File: config.mk
export PLATFORM = sky130hd
export DESIGN_NAME = uart_tx_result_ctrl
export DESIGN_NICKNAME = d
export VERILOG_FILES = /design/src/rtl/uart_tx_result_ctrl.sv
export SDC_FILE = /design/constraint.sdc
export NUM_CORES = 1
export LEC_CHECK = 0
export BUFFER_PORTS_ARGS = -buffer_cell sky130_fd_sc_hd__buf_4
export CAP_MARGIN = 40
export CELL_PAD_IN_SITES_DETAIL_PLACEMENT = 2
export CELL_PAD_IN_SITES_GLOBAL_PLACEMENT = 2
export CORE_ASPECT_RATIO = 0.8
export CORE_UTILIZATION = 31
export DETAILED_ROUTE_END_ITERATION = 6
export PLACE_DENSITY_LB_ADDON = 0.15
export RECOVER_POWER = 25
export SLEW_MARGIN = 10
export SYNTH_ARGS = -nofsm -noshare
export SYNTH_HDL_FRONTEND = slang
export SYNTH_SLANG_ARGS = --single-unit
export TNS_END_PERCENT = 10
File: constraint.sdc
create_clock -name clk -period 2.21 [get_ports clk]
set_input_delay 0.1105 -clock clk [delete_from_list [all_inputs] [get_ports clk]]
set_output_delay 0.1105 -clock clk [all_outputs]
set_load 0.05 [all_outputs]
File: src/rtl/uart_tx_result_ctrl.sv
// Captures an ALU result on trigger and ships it byte by byte to a UART TX core
// through its start/busy handshake, with a settle delay before each start pulse.
module uart_tx_result_ctrl #(
    parameter int unsigned DATA_WIDTH              = 16,
    parameter bit          LSB_FIRST               = 1'b1,
    parameter int unsigned WAIT_FOR_REGISTER_DELAY = 100,
    parameter int unsigned BUSY_RISE_TIMEOUT       = 64
) (
    input  logic                  clk,
    input  logic                  reset,
    input  logic                  trigger,
    input  logic [DATA_WIDTH-1:0] result,
    input  logic                  tx_busy,
    output logic                  tx_start,
    output logic [7:0]            tx_data,
    output logic                  busy,
    output logic                  done,
    output logic                  overrun,
    output logic [3:0]            LED
);

    localparam int unsigned NB       = DATA_WIDTH / 8;
    // A zero delay or timeout behaves as a single cycle.
    localparam int unsigned HOLD_CYC = (WAIT_FOR_REGISTER_DELAY == 0) ? 1 : WAIT_FOR_REGISTER_DELAY;
    localparam int unsigned RISE_CYC = (BUSY_RISE_TIMEOUT == 0) ? 1 : BUSY_RISE_TIMEOUT;
    localparam int unsigned MAX_CYC  = (HOLD_CYC > RISE_CYC) ? HOLD_CYC : RISE_CYC;
    localparam int unsigned TW       = $clog2(MAX_CYC + 1);
    localparam int unsigned IW       = (NB > 1) ? $clog2(NB) : 1;

    localparam logic [TW-1:0] HOLD_LAST = TW'(HOLD_CYC - 1);
    localparam logic [TW-1:0] RISE_LAST = TW'(RISE_CYC - 1);
    localparam logic [IW-1:0] IDX_LAST  = IW'(NB - 1);

    typedef enum logic [2:0] {
        S_IDLE    = 3'd0,
        S_LOAD    = 3'd1,
        S_HOLD    = 3'd2,
        S_SEND    = 3'd3,
        S_WAIT_HI = 3'd4,
        S_WAIT_LO = 3'd5,
        S_NEXT    = 3'd6,
        S_DONE    = 3'd7
    } state_e;

    state_e                state_q,    state_d;
    logic [IW-1:0]         idx_q,      idx_d;
    logic [TW-1:0]         timer_q,    timer_d;
    logic [DATA_WIDTH-1:0] capture_q,  capture_d;
    logic [7:0]            tx_data_q,  tx_data_d;
    logic                  tx_start_q, tx_start_d;
    logic                  busy_q,     busy_d;
    logic                  done_q,     done_d;
    logic                  overrun_q,  overrun_d;
    logic [7:0]            byte_sel;

    // Byte idx of the captured word in transmission order.
    always_comb begin
        byte_sel = '0;
        for (int unsigned k = 0; k < NB; k++) begin
            if (idx_q == IW'(k)) begin
                byte_sel = LSB_FIRST ? capture_q[8*k +: 8] : capture_q[8*(NB-1-k) +: 8];
            end
        end
    end

    // Next-state and registered-output decode.
    always_comb begin
        state_d   = state_q;
        idx_d     = idx_q;
        timer_d   = timer_q;
        capture_d = capture_q;
        tx_data_d = tx_data_q;

        case (state_q)
            S_IDLE: begin
                if (trigger) begin
                    capture_d = result;
                    idx_d     = '0;
                    state_d   = S_LOAD;
                end
            end
            S_LOAD: begin
                tx_data_d = byte_sel;
                timer_d   = '0;
                state_d   = S_HOLD;
            end
            S_HOLD: begin
                if (timer_q == HOLD_LAST) begin
                    state_d = S_SEND;
                end else begin
                    timer_d = timer_q + 1'b1;
                end
            end
            S_SEND: begin
                timer_d = '0;
                state_d = S_WAIT_HI;
            end
            S_WAIT_HI: begin
                if (tx_busy) begin
                    state_d = S_WAIT_LO;
                end else if (timer_q == RISE_LAST) begin
                    state_d = S_NEXT;
                end else begin
                    timer_d = timer_q + 1'b1;
                end
            end
            S_WAIT_LO: begin
                if (!tx_busy) begin
                    state_d = S_NEXT;
                end
            end
            S_NEXT: begin
                if (idx_q == IDX_LAST) begin
                    state_d = S_DONE;
                end else begin
                    idx_d   = idx_q + 1'b1;
                    state_d = S_LOAD;
                end
            end
            S_DONE:  state_d = S_IDLE;
            default: state_d = S_IDLE;
        endcase

        tx_start_d = (state_d == S_SEND);
        busy_d     = (state_d != S_IDLE);
        done_d     = (state_d == S_DONE);
        overrun_d  = trigger && busy_q;
    end

    always_ff @(posedge clk) begin
        if (reset) begin
            state_q    <= S_IDLE;
            idx_q      <= '0;
            timer_q    <= '0;
            capture_q  <= '0;
            tx_data_q  <= '0;
            tx_start_q <= 1'b0;
            busy_q     <= 1'b0;
            done_q     <= 1'b0;
            overrun_q  <= 1'b0;
        end else begin
            state_q    <= state_d;
            idx_q      <= idx_d;
            timer_q    <= timer_d;
            capture_q  <= capture_d;
            tx_data_q  <= tx_data_d;
            tx_start_q <= tx_start_d;
            busy_q     <= busy_d;
            done_q     <= done_d;
            overrun_q  <= overrun_d;
        end
    end

    assign tx_start = tx_start_q;
    assign tx_data  = tx_data_q;
    assign busy     = busy_q;
    assign done     = done_q;
    assign overrun  = overrun_q;
    assign LED      = {1'b0, state_q};

endmodule
==> qor.json <==
{
  "floorplan.initialDensity": 0.329,
  "setup_viol": 0,
  "async_flop_share": 0,
  "yosys_register_bits": 39,
  "worstSetupStartpointType": "flop",
  "period_minus_slack_ns": 1.92,
  "synth_ff_type": "sky130_fd_sc_hd__dfxtp_1",
  "fmaxAchievable_mhz": 520,
  "grt_use_total": 0.181,
  "synth_cell_types": 36,
  "final_core_util": 0.391,
  "chip_height_um": 68.0,
  "root_buffer": "sky130_fd_sc_hd__clkbuf_8",
  "proportion_of_netlist_area_held_by_the_largest_area_contributor": 0.463,
  "clock_latency_ns": 0.29,
  "critPathMaxFanout": 13,
  "min-delay-path-class": "primary input to flop",
  "final-max-slew-violation-count": 0,
  "fp.dieW_um": 84.4,
  "crit_arrival_ns": 2.15,
  "synthCells": 200,
  "cts_num_sinks": 39,
  "finClkSkew_ns": 0.00356,
  "total_leakage_power_nw": 0.725,
  "max_cap_viol_count": 0,
  "avgRoutedWirePerCell_um": 16.1,
  "r2r_start": "state_q[1]",
  "drive_gt1_frac": 0.157,
  "worstMarginPinSlew_ns": 0.616,
  "die_outline_area_um2": 5740,
  "dr_total_vias": 1458,
  "worst_hold_startpoint": "result[1]",
  "cts_post_setup_buffers_inserted": 0,
  "finalHoldViolCount": 0,
  "final_antenna_net_count": 0,
  "synth.top_cells.by_count": "sky130_fd_sc_hd__dfxtp_1, sky130_fd_sc_hd__nand2_1, sky130_fd_sc_hd__nor2_1",
  "number_of_antenna_violations_at_the_first_check_in_global_routing": 0,
  "yosys_warnings": 0,
  "path_clk_slew_ns": 0.07,
  "globalplace.congestion": 0.832,
  "holdBufCountCts": 0,
  "grt_remaining_overflow": 0,
  "netlist.top_cell.by_area": "sky130_fd_sc_hd__dfxtp_1",
  "clk_path_buf_depth": 2,
  "setup_repair_after_global_routing_missed_its_margin": "false",
  "flow.area_growth_from_synthesis_pct": 18.7,
  "dr.pass1.iters": 6,
  "layout_worst_path_cycle_share": 0.871,
  "number_of_primary_i_o_pins": 36,
  "synth.yosys.seq_area_share": 0.463,
  "synth_most_common_cell": "sky130_fd_sc_hd__dfxtp_1",
  "grt_pass1_wl_um": 7920,
  "endpoint_type_of_the_worst_setup_path": "flop",
  "synth-edff-count": 0,
  "finalNetCount": 251,
  "drtIter0Drc": 66,
  "cts-buffers-inserted": 5,
  "required_time_of_the_critical_path_ns": 2.44,
  "avgViaCountPerCell": 5.01,
  "placeableCoreArea_um2": 5120,
  "placement.io_buffers": 34,
  "finish.instance_area_um2": 2000,
  "setup_tns_ns": 0,
  "synth.top_cells.by_area": "sky130_fd_sc_hd__dfxtp_1, sky130_fd_sc_hd__nand2_1, sky130_fd_sc_hd__a21oi_1",
  "syn-cell-area_um2": 1690,
  "first_global_vias": 1577,
  "violations": "DRC",
  "synth_nets": 221,
  "post_cts.resized_instances": 0,
  "dp.final_hpwl_um": 3410,
  "grt_start_max_net_pins": 32,
  "result_of_the_run": "finished with violations",
  "worst-setup-path-type": "flop to flop",
  "p_per_area_nw_per_um2": 780,
  "max-vdd-ir-drop_mv": 0.340,
  "timing.slew.headroom": 0.591,
  "detailed_place.area_um2": 1970,
  "drc": 2,
  "clock_h_tree_levels": 2,
  "wire_length_after_detailed_routing_um": 4680,
  "placementRows": 23,
  "finalPower_mw": 1.56,
  "antenna_cells_inserted": 0,
  "worstSetupStartpoint": "state_q[1]",
  "tritoncts_clock_tree": "built",
  "postSynthAreaPerCell_um2": 8.43
}
[worst max-delay path, stage by stage, from the launching register on]
cell,delay [ns]
sky130_fd_sc_hd__dfxtp_1,0.62
sky130_fd_sc_hd__inv_1,0.19
sky130_fd_sc_hd__nor4b_4,0.48
sky130_fd_sc_hd__a211oi_2,0.07
sky130_fd_sc_hd__or3_1,0.39
sky130_fd_sc_hd__nor2_1,0.10
[layer usage]
layer  global-route usage  share of wire  up-vias
li1                     -              -      734
met1                0.240           0.50      692
met4               0.0763          0.016        0
met3               0.0495          0.041        7
met5                    0              0        -
met2                0.283           0.44       25
[kinds of logic after synthesis]
logic type / after synthesis / synth area share
other: 1 / 0.00223
multiplexers: 9 / 0.0535
flip-flops: 39 / 0.463
buffers and inverters: 18 / 0.0490
adder cells (fa/ha/maj): 1 / 0.00742
AND/OR/NAND/NOR: 84 / 0.236
AO/OA/AOI/OAI: 42 / 0.157
XOR/XNOR: 6 / 0.0312
[report_power, final]
part | switching, mW | total, mW | internal [mW]
Sequential | 0.0399 | 0.794 | 0.754
Combinational | 0.221 | 0.325 | 0.104
Clock | 0.232 | 0.442 | 0.210
[sequential cells by signal (all words and copies together), names as in the netlist]
signal	count
tx_start	1
state_q	3
timer_q	7
idx_q	1
tx_data	8
busy	1
capture_q	16
done	1
overrun	1
[final cells by class]
cell class              instances  area, um^2
clock buffers                   6        72.6
well taps                      62        77.6
fillers                       616        3120
inverters                       4        15.0
multi-input cells             143         822
flip-flops and latches         39         781
repair buffers                 37         233
[placed cells by master (no fill, tap or decap), drive strengths merged, types with 4 or more instances in the layout]
| cell | count |
|---|---|
| a211oi | 11 |
| nor3 | 4 |
| nor2 | 25 |
| xnor2 | 6 |
| nand2 | 37 |
| dfxtp | 39 |
| buf | 25 |
| clkbuf | 18 |
| inv | 4 |
| mux2i | 9 |
| a21oi | 23 |
[metrics by stage]
stage,instances,setup slack [ns],hold slack [ns]
floorplan,200,0.380,0.224
global placement,285,0.440,0.356
detailed placement,285,0.324,0.368
CTS,291,0.294,0.0510
global route,291,0.156,0.0618
finish,291,0.286,0.0627
[final timing paths]
kind	cells after the start	to	slack (ns)
min reg2reg	2	overrun	0.44
max	5	tx_start	0.29
max reg2reg	5	tx_start	0.29
min	3	capture_q[1]	0.06
Note: power is estimated with default switching activity, not from simulation.
